--- config.mk ---
export PLATFORM = sky130hd
export DESIGN_NAME = scan_sequencer
export DESIGN_NICKNAME = d
export VERILOG_FILES = /design/src/rtl/scan_pkg.sv /design/src/rtl/scan_next_sel.sv /design/src/rtl/scan_sequencer.sv
export SDC_FILE = /design/constraint.sdc
export NUM_CORES = 1
export LEC_CHECK = 0
export ABC_AREA = 1
export BUFFER_PORTS_ARGS = -buffer_cell sky130_fd_sc_hd__buf_2
export CAP_MARGIN = 10
export CORE_MARGIN = 5
export CORE_UTILIZATION = 53
export CTS_CLUSTER_SIZE = 14
export DETAILED_ROUTE_END_ITERATION = 7
export PLACE_DENSITY = 0.73
export SLEW_MARGIN = 10
export SYNTH_ARGS = -nofsm -noshare
export SYNTH_HDL_FRONTEND = slang
export SYNTH_SLANG_ARGS = --single-unit
--- constraint.sdc ---
create_clock -name clk -period 5.73 [get_ports clk]
set_clock_uncertainty 0.15 [all_clocks]
set_input_delay 0.2865 -clock clk [delete_from_list [all_inputs] [get_ports clk]]
set_output_delay 0.2865 -clock clk [all_outputs]
set_load 0.05 [all_outputs]
--- src/rtl/scan_pkg.sv ---
// Shared definitions for the scan sequencer.
// Holds the channel count, the select width, the default blanking length
// and the sequencer state enum.
package scan_pkg;

  localparam int unsigned NUM_CH        = 8;
  localparam int unsigned CH_W          = 3;
  localparam int unsigned BLANK_CYC_DEF = 2;

  typedef enum logic [1:0] {
    StIdle,
    StBlank,
    StDwell
  } scan_state_e;

endpackage

--- src/rtl/scan_next_sel.sv ---
// Rotating priority search for the next enabled channel.
// Ports:
//   i_mask  - per-channel enable bits
//   i_cur   - current channel index
//   o_next  - first set mask bit strictly after i_cur, wrapping 7 -> 0
//             (returns i_cur itself when it is the only set bit)
//   o_wrap  - next index <= current index (the search wrapped)
//   o_none  - mask is all zero; o_next is then meaningless
module scan_next_sel
  import scan_pkg::*;
(
  input  logic [NUM_CH-1:0] i_mask,
  input  logic [CH_W-1:0]   i_cur,
  output logic [CH_W-1:0]   o_next,
  output logic              o_wrap,
  output logic              o_none
);

  always_comb begin
    logic            v_found;
    logic [CH_W-1:0] v_idx;
    o_next  = i_cur;
    v_found = 1'b0;
    v_idx   = '0;
    // Offsets 1..NUM_CH; the 3-bit add wraps naturally, offset 8 is i_cur.
    for (int k = 1; k <= NUM_CH; k++) begin
      v_idx = i_cur + CH_W'(k);
      if (!v_found && i_mask[v_idx]) begin
        o_next  = v_idx;
        v_found = 1'b1;
      end
    end
    o_none = (i_mask == '0);
    o_wrap = (o_next <= i_cur);
  end

endmodule

--- src/rtl/scan_sequencer.sv ---
// Scan sequencer driving a 3-to-8 active-low decoder.
// Cycles through the enabled channels: each channel gets BLANK_CYC cycles
// with the decoder disabled, then 'dwell' cycles with it enabled.
// Ports:
//   clk, rst_n  - clock, asynchronous active-low reset
//   run         - level request to scan
//   mask        - per-channel enable
//   dwell       - enabled cycles per channel (0 treated as 1)
//   a           - decoder select
//   e           - decoder disable (1 = all outputs inactive)
//   busy        - sequencer not idle
//   frame_done  - pulse after the last enabled channel's dwell of a frame
module scan_sequencer
  import scan_pkg::*;
#(
  parameter int unsigned BLANK_CYC = BLANK_CYC_DEF,
  parameter int unsigned DWELL_W   = 16
) (
  input  logic               clk,
  input  logic               rst_n,
  input  logic               run,
  input  logic [NUM_CH-1:0]  mask,
  input  logic [DWELL_W-1:0] dwell,
  output logic [CH_W-1:0]    a,
  output logic               e,
  output logic               busy,
  output logic               frame_done
);

  localparam logic [3:0] BlankLast = 4'(BLANK_CYC - 1);
  // With a single blanking cycle there is no edge with e=1 on both sides,
  // so the select has to move together with the decoder being disabled.
  localparam bit EarlyLoad = (BLANK_CYC == 1);

  scan_state_e        r_state;
  logic [CH_W-1:0]    r_a;
  logic [CH_W-1:0]    r_ch;     // channel a is heading for during blanking
  logic               r_e;
  logic               r_busy;
  logic               r_fd;
  logic [3:0]         r_bcnt;
  logic [DWELL_W-1:0] r_dcnt;

  logic [CH_W-1:0]    w_cur;
  logic [CH_W-1:0]    w_next;
  logic               w_wrap;
  logic               w_none;

  // From idle, searching after channel 7 yields the lowest set bit.
  assign w_cur = (r_state == StIdle) ? CH_W'(NUM_CH - 1) : r_a;

  scan_next_sel u_next_sel (
    .i_mask (mask),
    .i_cur  (w_cur),
    .o_next (w_next),
    .o_wrap (w_wrap),
    .o_none (w_none)
  );

  always_ff @(posedge clk or negedge rst_n) begin
    if (!rst_n) begin
      r_state <= StIdle;
      r_a     <= '0;
      r_ch    <= '0;
      r_e     <= 1'b1;
      r_busy  <= 1'b0;
      r_fd    <= 1'b0;
      r_bcnt  <= '0;
      r_dcnt  <= '0;
    end else begin
      r_fd <= 1'b0;
      unique case (r_state)
        StIdle: begin
          r_e    <= 1'b1;
          r_busy <= 1'b0;
          if (run && !w_none) begin
            r_a     <= w_next;
            r_ch    <= w_next;
            r_bcnt  <= BlankLast;
            r_busy  <= 1'b1;
            r_state <= StBlank;
          end
        end
        StBlank: begin
          if (r_bcnt == '0) begin
            r_e     <= 1'b0;
            r_dcnt  <= (dwell == '0) ? '0 : dwell - DWELL_W'(1);
            r_state <= StDwell;
          end else begin
            // Only edges with e=1 on both sides may move the select.
            r_bcnt <= r_bcnt - 4'd1;
            r_a    <= r_ch;
          end
        end
        StDwell: begin
          if (r_dcnt == '0) begin
            r_e <= 1'b1;
            if (!w_none) r_fd <= w_wrap;
            if (!run || w_none) begin
              r_busy  <= 1'b0;
              r_state <= StIdle;
            end else begin
              r_ch    <= w_next;
              if (EarlyLoad) r_a <= w_next;
              r_bcnt  <= BlankLast;
              r_state <= StBlank;
            end
          end else begin
            r_dcnt <= r_dcnt - DWELL_W'(1);
          end
        end
        default: r_state <= StIdle;
      endcase
    end
  end

  assign a          = r_a;
  assign e          = r_e;
  assign busy       = r_busy;
  assign frame_done = r_fd;

endmodule

==> results of run 1 <==
## layout by cell type, fill, tap and decap left out, types with 5 or more instances in the layout
master / n
nor2_1: 38
ha_1: 6
nand2_2: 10
nand3_1: 44
nand3_2: 8
a21oi_1: 13
inv_1: 64
clkbuf_8: 5
o21ai_0: 41
dfrtp_1: 30
xor2_1: 14
nand2_1: 137
nand4_1: 8
buf_2: 32
inv_2: 5
o22ai_1: 9
## cell usage after synthesis, types with 2 or more instances
cell type,n
a21oi_1,13
a22oi_1,2
buf_4,2
clkbuf_1,4
dfrtp_1,30
ha_1,6
inv_1,64
inv_2,5
nand2_1,137
nand2_2,10
nand2_4,3
nand3_1,44
nand3_2,8
nand4_1,8
nor2_1,38
nor2_2,3
nor2_4,2
nor3_1,4
nor4_1,3
o21ai_0,41
o21ai_2,3
o22ai_1,9
xnor2_1,4
xor2_1,14
## stage by stage
step,hold slack [ns],cell area [µm²]
2_1_floorplan,-0.1591,2959
3_3_place_gp,0.2149,3167
3_5_place_dp,0.2180,3167
4_1_cts,0.1842,3266
5_1_grt,0.2253,3266
6_report,0.1850,3266
## cells by family after synthesis
logic type               Yosys count
AO/OA/AOI/OAI                     73
adder cells (fa/ha/maj)            6
AND/OR/NAND/NOR                  264
XOR/XNOR                          18
flip-flops                        31
buffers and inverters             77
## worst paths after layout
kind,from,end,slack [ns],cells past startpoint
max,r_state[1],frame_done,2.27,21
min,dwell[0],r_dcnt[0],0.18,4
max reg2reg,r_state[1],frame_done,2.27,21
min reg2reg,e,e,0.31,2
max in group asynchronous,rst_n,r_dcnt[13],4.53,2
min in group asynchronous,rst_n,r_dcnt[1],0.45,2
## repair_timing
action	CTS	global route
endpoints found under the setup margin	0	0
hold buffers	1	0
endpoints found under the hold margin	30	0
## state kept, by name, indices dropped and copies added (netlist names)
signal and cells:
frame_done 1, r_dcnt 16, busy 1, a 3, e 1, r_state 2, r_bcnt 4, r_ch 3
## final cells by class
type	count	share of cell area, %
Multi-Input combinational cell	361	57.36
Clock inverter	3	0.6130
Inverter	69	7.931
Timing Repair Buffer	34	5.441
Clock buffer	5	2.107
Sequential cell	31	23.79
Tap cell	72	2.759
## routing by layer
layer | up-vias | routed length, µm | share of wire, %
met5 | - | 0 | 0
li1 | 1588 | - | -
met3 | 16 | 370 | 5.4
met2 | 78 | 3242 | 47
met1 | 1310 | 3113 | 45
met4 | 0 | 177 | 2.6
## critical path: cells and delay by family (launching register included)
kind | cells | cell delay [ns]
and+or+nand+nor | 12 | 1.09
AOI/OAI and AO/OA | 2 | 0.75
adders and majority gates | 2 | 0.58
DFF | 1 | 0.45
buffers and inverters | 5 | 0.32
==> qor.csv, run 1 <==
stage,metric,value,unit
run_status,outcome,finished clean,
layout,Post-Layout Cell Count,575,
grt,GRT met2 Usage,34.73,%
worst_setup_path,crit end category,flip-flop,
grt,GR Layer Usage met3,3.140,%
logic_synthesis,complex-gate fraction of the synthesized area,13.74,%
logic_synthesis,dominant cells by area after synthesis,"dfrtp_1 25%, nand2_1 17%, inv_1 8.1%",
timing,RSZ-0062 raised after global routing,no,
logic_synthesis,warnings from Yosys,0,
layout,Final Util,59.67,%
worst_setup_path,critical setup path kind,flip-flop to flip-flop,
routing,first-pass detailed-route iteration total,4,
grt,initial antenna violation count,0,
floorplan,Ports,33,
layout,Layout fillers,522,
worst_setup_path,Crit path largest cell delay,0.65,ns
logic_synthesis,Seq cells post-synth,31,
logic_synthesis,ys flop type,dfrtp_1,
logic_synthesis,largest area contributor in the netlist,dfrtp_1,
grt,number of global-route vias before repair,2937,
grt,largest net degree at the start of global routing,32,
hold_path,HP Class,primary input to flip-flop,
logic_synthesis,post-synthesis simple-gate area fraction,41.69,%
worst_setup_path,worst-path fanout max,18,
placement,dpl ws,2.302,ns
logic_synthesis,"Seq/Total Area, Yosys",26.26,%
placement,number of I/O port buffers,32,
timing,# setup viols final,0,
clock_tree,"Gates resized, CTS repair",0,
floorplan,Initial Util,54.07,%
timing,relative slew slack,28.34,%
worst_setup_path,Most Frequent Cell on Critical Path,nand2_1,
clock_tree,Clock Sinks,31,
floorplan,die area,7177,µm²
logic_synthesis,cell count after synthesis,469,
layout,area delta synth->final,10.36,%
logic_synthesis,asr flop ratio synth,100.0,%
clock_tree,"Reg clk slew, reported paths",0.07,ns
timing,final worst path period need,3.459,ns
logic_synthesis,Post-synth EDFFs,0,
clock_tree,Bufs on Longest Clock Path,2,
clock_tree,TritonCTS clock tree,built,
layout,area of the multi-input gates,1873,µm²
floorplan,die height,84.72,µm
routing,Antenna Violating Nets Remaining,0,
worst_setup_path,startpoint types,flip-flop,
routing,detailed-route via count,2992,
worst_setup_path,Worst EP arrival,3.48,ns
clock_tree,Setup Buffers After CTS,0,
timing,PnR worst setup slack,2.271,ns
floorplan,core area,5473,µm²
grt,Overflow after GRT,0,
logic_synthesis,area share of fa/ha/maj cells after synthesis,2.537,%
layout,storage element area,777.0,µm²
worst_setup_path,CP cell instances,o21ai_2 > ha_1 > inv_1 > nand2_1 > nand2_2 > inv_2 > nand3_2 > nand2_4 > nand3_2 > nor2_4 > nand4_4 > inv_1 > nand2_1 > nand2_1 > inv_1 > ha_1 > inv_1 > a21oi_1 > nand2_1 > nand2_1 > nor2_1,
grt,first-pass GRT wire length,12380,µm
layout,layout cells sized above 1,15.90,%
routing,DRT iter0 DRCs,134,
timing,Final Cycle Share,60.37,%
routing,wire per inst,12.01,µm
grt,met1 Use GR,25.51,%
clock_tree,deepest level of the CTS H-tree,2,
routing,vias per std cell,5.203,
logic_synthesis,syn avg cell area,6.309,µm²
layout,Antenna Cells,0,
routing,final WL,6903,µm
clock_tree,TritonCTS Buffers,5,
worst_setup_path,CP max-delay cell,o21ai_2,
timing,final setup TNS,0,ns
run,MaxCap Viol Count,0,
placement,dpl hpwl,5408,µm
routing,Post-route DRC,0,
floorplan,FP Rows,27,
logic_synthesis,largest family of logic cells by synthesized area,simple AND/OR/NAND/NOR gates,
placement,routability congestion estimate,0.8951,
clock_tree,root buffer cell,clkbuf_8,
grt,GR peak layer,met2,
logic_synthesis,synthesized area,2959,µm²
logic_synthesis,post-synthesis xor/xnor area fraction,5.328,%
logic_synthesis,syn_nets,502,
layout,nets,535,
logic_synthesis,Synth cell types,36,
logic_synthesis,multiplexer area fraction after synthesis,0,%
worst_setup_path,"Req. time, crit path",5.75,ns
floorplan,die width,84.72,µm
clock_tree,worst skew pair latency,0.28,ns
logic_synthesis,Synth top area share,25.37,%
timing,fin. max-slew vios,0,
timing,Final Hold Fails,0,
grt,GRT Total Usage,20.56,%
timing,achievable clock frequency,0.2891,GHz
placement,Inst Count DP,566,
timing,worst slew pin tran,1.064,ns
Power of run 1 is not shown: default switching activity piles up to over one toggle a cycle in this logic, so the estimate is an artifact.
==> inputs of run 2 (changes only) <==
==> constraint.sdc (replaced) <==
create_clock -name clk -period 3.25 [get_ports clk]
set_clock_uncertainty 0.15 [all_clocks]
set_input_delay 0.1625 -clock clk [delete_from_list [all_inputs] [get_ports clk]]
set_output_delay 0.1625 -clock clk [all_outputs]
set_load 0.05 [all_outputs]
==> run 2 against run 1 <==
Compared with the run above: critical endpoint unchanged; register-to-register slack lost 2.0 ns; first-iteration DRC count rose by 49%; highest routed layer unchanged; global-route usage is 0.53 points higher; via count is 3.0% higher; cell count increased by 2.1%; wire length grew 7.4%; critical path depth unchanged.
==> qor.csv, run 2 (synthesis gave the netlist of run 1 again) <==
stage,metric,value,unit
clock_tree,TritonCTS Buffers,5,
clock_tree,deepest level of the CTS H-tree,2,
layout,layout cells sized above 1,18.45,%
worst_setup_path,crit end category,flip-flop,
placement,dpl hpwl,5699,µm
worst_setup_path,CP cell instances,inv_2 > o21ai_4 > buf_12 > ha_1 > inv_1 > nand2_1 > nand3_2 > nand2_4 > nand3_2 > nor2_4 > nand4_4 > inv_1 > nand2_1 > nand2_1 > inv_1 > ha_1 > inv_1 > a21oi_1 > nand2_1 > nand2_1 > nor2_1,
timing,fin. max-slew vios,0,
worst_setup_path,CP max-delay cell,dfrtp_1,
worst_setup_path,startpoint types,flip-flop,
floorplan,die area,7177,µm²
placement,Placed Area,3224,µm²
floorplan,core area,5473,µm²
layout,storage element area,779.5,µm²
clock_tree,"Reg clk slew, reported paths",0.07,ns
floorplan,FP Rows,27,
layout,most frequent cells in the layout,"137 x nand2_1, 63 x inv_1, 44 x nand3_1, 41 x o21ai_0, 37 x nor2_1",
worst_setup_path,Most Frequent Cell on Critical Path,nand2_1,
worst_setup_path,Crit path largest cell delay,0.42,ns
routing,final WL,7413,µm
worst_setup_path,"Req. time, crit path",3.28,ns
worst_setup_path,critical setup path kind,flip-flop to flip-flop,
clock_tree,root buffer cell,clkbuf_8,
layout,final instance area,3397,µm²
timing,relative slew slack,52.86,%
timing,RSZ-0062 raised after global routing,yes,
grt,Overflow after GRT,0,
placement,routability congestion estimate,0.8607,
clock_tree,worst skew pair latency,0.28,ns
worst_setup_path,worst-path fanout max,18,
layout,area delta synth->final,14.80,%
grt,GRT Total Usage,21.09,%
floorplan,die height,84.72,µm
routing,Post-route DRC,0,
layout,max reg flops,16,
timing,hold slack,0.06723,ns
timing,Final Cycle Share,92.65,%
timing,worst slew pin tran,0.7071,ns
grt,number of global-route vias before repair,2940,
clock_tree,Bufs on Longest Clock Path,2,
timing,final worst path period need,3.011,ns
worst_setup_path,Top delay family on crit path,simple AND/OR/NAND/NOR gates,
timing,# setup viols final,0,
layout,Layout fillers,546,
run,MaxCap Viol Count,0,
routing,wire per inst,12.63,µm
worst_setup_path,WP buf/inv,6,
timing,Final Hold Fails,0,
placement,number of I/O port buffers,32,
routing,detailed-route via count,3083,
floorplan,Initial Util,54.07,%
grt,initial antenna violation count,0,
timing,achievable clock frequency,0.3321,GHz
layout,Antenna Cells,0,
routing,vias per std cell,5.252,
grt,largest net degree at the start of global routing,32,
clock_tree,Clock Sinks,31,
floorplan,die width,84.72,µm
clock_tree,TritonCTS clock tree,built,
layout,area of the multi-input gates,1897,µm²
layout,Largest Register,r_dcnt,
layout,nets,547,
worst_setup_path,Worst EP arrival,3.04,ns
routing,Antenna Violating Nets Remaining,0,
layout,"leading cell type in the layout, fill and taps excluded",nand2_1,
hold_path,HP Class,primary input to flip-flop,
routing,DRT iter0 DRCs,199,
grt,first-pass GRT wire length,12690,µm
layout,Top Registers,"r_dcnt (16), r_bcnt (4)",
run_status,outcome,finished clean,
routing,first-pass detailed-route iteration total,4,
floorplan,Ports,33,
run 2: area by class of cell:
class / instances / share of cell area, %
clock inverter: 2 / 0.3683
inverter: 69 / 7.808
tap: 72 / 2.652
clock buffer: 6 / 2.136
sequential: 31 / 22.95
timing repair buffer: 45 / 8.029
timing repair inverter: 1 / 0.2210
multi-input combinational: 361 / 55.84
run 2: timing repair:
item	in CTS	in global routing
resized for setup	0	9
hold buffers	1	0
setup buffers	0	5
endpoints found under the setup margin	0	14
endpoints found under the hold margin	30	0
run 2: per-layer routing:
layer | track usage (%) | share of wire (%)
met4 | 9.784 | 2.3
met1 | 26.18 | 45
met2 | 35.87 | 48
met5 | 0 | 0
met3 | 3.042 | 5.2
run 2: worst paths after layout:
check                           startpoint  cells past startpoint          to  slack (ns)
worst max-delay path                  a[0]                     21  frame_done        0.24
worst min-delay path              dwell[0]                      4   r_dcnt[0]        0.07
worst max register to register        a[0]                     21  frame_done        0.24
worst min register to register           e                      2           e        0.31
max in group asynchronous            rst_n                      2  r_state[0]        2.14
min in group asynchronous            rst_n                      2   r_dcnt[0]        0.31
run 2: worst reg2reg max path, stage by stage (launching register included):
cell     delay, ns
dfrtp_1       0.42
inv_2         0.10
o21ai_4       0.07
buf_12        0.15
ha_1          0.31
inv_1         0.09
nand2_1       0.11
nand3_2       0.10
nand2_4       0.13
nand3_2       0.10
nor2_4        0.17
nand4_4       0.13
inv_1         0.11
nand2_1       0.05
nand2_1       0.09
inv_1         0.05
ha_1          0.28
inv_1         0.04
a21oi_1       0.10
nand2_1       0.06
nand2_1       0.05
nor2_1        0.03
run 2: through the flow:
step / TNS [ns] / worst slack [ns] / utilization, % / std cells
global route: -0.03720 / -0.03720 / 62.07 / 587
detailed placement: 0 / 0.1783 / 58.92 / 572
finish: 0 / 0.2390 / 62.07 / 587
CTS: 0 / 0.1716 / 60.65 / 581
floorplan: 0 / 0.08234 / - / 469
global placement: 0 / 0.2999 / 58.92 / 572
Power of run 2 is left out for the same reason.
==> inputs of run 3 (changes only) <==
--- a/config.mk
+++ b/config.mk
@@ -12,7 +12,8 @@
 export CORE_UTILIZATION = 53
 export CTS_CLUSTER_SIZE = 14
 export DETAILED_ROUTE_END_ITERATION = 7
-export PLACE_DENSITY = 0.73
+export PLACE_DENSITY = 0.75
+export RECOVER_POWER = 25
 export SLEW_MARGIN = 10
 export SYNTH_ARGS = -nofsm -noshare
 export SYNTH_HDL_FRONTEND = slang
==> run 3 against run 2 <==
Compared with the run above: flip-flop and latch count is the same; global-route usage grew 0.31 points; the run now ends with capacitance limit, slew limit left; die area is the same; wire length grew 7.2%.
==> qor.csv, run 3 (synthesis gave the netlist of run 1 again) <==
stage,metric,value,unit
layout,Largest Register,r_dcnt,
worst_setup_path,startpoint types,flip-flop,
floorplan,FP Rows,27,
clock_tree,Bufs on Longest Clock Path,2,
routing,final WL,7946,µm
clock_tree,TritonCTS clock tree,built,
grt,GRT Total Usage,21.41,%
worst_setup_path,WP buf/inv,5,
run_status,failing checks,"capacitance limit, slew limit",
grt,first-pass GRT wire length,12920,µm
worst_setup_path,Worst EP arrival,3.10,ns
floorplan,die area,7177,µm²
grt,Overflow after GRT,0,
worst_setup_path,worst-path fanout max,6,
placement,number of I/O port buffers,32,
worst_setup_path,"Req. time, crit path",3.28,ns
layout,Post-Layout Cell Count,596,
worst_setup_path,CP cell instances,buf_4 > o21ai_2 > buf_4 > nand2_1 > nand3_1 > nand3_2 > nand2_4 > nand3_2 > nor2_4 > nand4_4 > inv_2 > nand2_1 > nand2_1 > inv_1 > ha_1 > inv_1 > a21oi_1 > nand2_1 > nand2_1 > nor2_1,
hold_path,HP Class,primary input to flip-flop,
worst_setup_path,critical setup path kind,flip-flop to flip-flop,
placement,Inst Count DP,575,
layout,"leading cell type in the layout, fill and taps excluded",nand2_1,
layout,area delta synth->final,17.00,%
clock_tree,TritonCTS Buffers,5,
clock_tree,root buffer cell,clkbuf_8,
grt,initial antenna violation count,0,
grt,largest net degree at the start of global routing,32,
layout,Layout fillers,524,
layout,most frequent cells in the layout,"137 x nand2_1, 61 x inv_1, 44 x nand3_1, 41 x o21ai_0, 37 x nor2_1",
timing,relative slew slack,-10.28,%
timing,final worst path period need,3.077,ns
floorplan,core area,5473,µm²
placement,dpl hpwl,5840,µm
layout,Top Registers,"r_dcnt (16), r_bcnt (4)",
routing,vias per std cell,5.446,
floorplan,Initial Util,54.07,%
timing,Final Cycle Share,94.67,%
timing,# setup viols final,0,
placement,routability congestion estimate,0.9382,
worst_setup_path,CP max-delay cell,dfrtp_2,
worst_setup_path,crit end category,flip-flop,
layout,Antenna Cells,0,
worst_setup_path,Most Frequent Cell on Critical Path,nand2_1,
routing,Antenna Violating Nets Remaining,0,
grt,number of global-route vias before repair,3022,
routing,first-pass detailed-route iteration total,5,
timing,fin. max-slew vios,32,
routing,wire per inst,13.33,µm
timing,worst slew pin tran,1.654,ns
run,MaxCap Viol Count,1,
run_status,outcome,"finished, violations left",
clock_tree,worst skew pair latency,0.29,ns
layout,layout cells sized above 1,20.23,%
timing,achievable clock frequency,0.3250,GHz
worst_setup_path,r2r setup slk,0.17,ns
routing,detailed-route via count,3246,
worst_setup_path,Crit path largest cell delay,0.48,ns
floorplan,Ports,33,
worst_setup_path,Top delay family on crit path,simple AND/OR/NAND/NOR gates,
clock_tree,"Reg clk slew, reported paths",0.08,ns
floorplan,die height,84.72,µm
routing,DRT iter0 DRCs,239,
clock_tree,Clock Sinks,31,
clock_tree,deepest level of the CTS H-tree,2,
layout,nets,556,
floorplan,die width,84.72,µm
routing,Post-route DRC,0,
timing,Final Hold Fails,0,
layout,max reg flops,16,
-- run 3: cell count changes in the layout (fill, tap and decap cells not counted) --
cell / before / now
o21ai_2: 2 / 3
buf_6: 0 / 1
buf_12: 1 / 0
clkinvlp_4: 3 / 4
nor2_4: 3 / 4
inv_1: 63 / 61
nor2_2: 3 / 2
buf_4: 11 / 18
clkinvlp_2: 0 / 1
inv_2: 4 / 6
buf_2: 32 / 31
-- run 3: area by class of cell --
class	instances	area, µm²	area share [%]
sequential	31	779.5	22.52
inverter	69	265.3	7.662
clock buffer	5	68.82	1.988
multi-input combinational	362	1911	55.19
tap	72	90.09	2.602
clock inverter	3	20.02	0.5782
timing repair inverter	2	12.51	0.3614
timing repair buffer	52	315.3	9.107
-- run 3: path summary, 6_finish.rpt --
kind	startpoint	to	cells past startpoint
min	dwell[0]	r_dcnt[0]	4
min reg2reg	e	e	2
max	r_state[0]	frame_done	20
max in group asynchronous	rst_n	r_state[1]	2
max reg2reg	r_state[0]	frame_done	20
min in group asynchronous	rst_n	r_dcnt[0]	2
-- run 3: timing repair --
item,in CTS,in global routing
endpoints found under the hold margin,30,0
buffers inserted,0,9
setup endpoints to repair,0,5
gates resized for setup,0,13
hold buffers,1,0
-- run 3: worst reg2reg max path: stages, from the launching register on --
cell and delay [ns]:
dfrtp_2 0.48, buf_4 0.17, o21ai_2 0.26, buf_4 0.17
nand2_1 0.07, nand3_1 0.11, nand3_2 0.12, nand2_4 0.10
nand3_2 0.10, nor2_4 0.20, nand4_4 0.16, inv_2 0.09
nand2_1 0.05, nand2_1 0.10, inv_1 0.05, ha_1 0.28
inv_1 0.04, a21oi_1 0.11, nand2_1 0.06, nand2_1 0.06
nor2_1 0.04
-- run 3: per-stage QoR --
step           cell area [µm²]  hold WS [ns]  utilization [%]   TNS, ns  worst slack [ns]
3_5_place_dp              3234       0.09836            59.10         0           0.06511
6_report                  3462       0.04734            63.26         0            0.1733
5_1_grt                   3462        0.1121            63.26  -0.02595          -0.02595
2_1_floorplan             2959       -0.2831                -         0           0.08234
3_3_place_gp              3234       0.09692            59.10         0            0.1655
4_1_cts                   3333       0.05192            60.91         0           0.04833
-- run 3: layer usage --
layer  track usage [%]  wire (µm)  vias to the layer above
met1             26.35       3227                     1446
met2             36.73       3866                      140
met4             9.784        277                        0
met5                 0          0                        -
li1                  -          -                     1633
met3             3.140        575                       27
Power of run 3 is left out for the same reason.
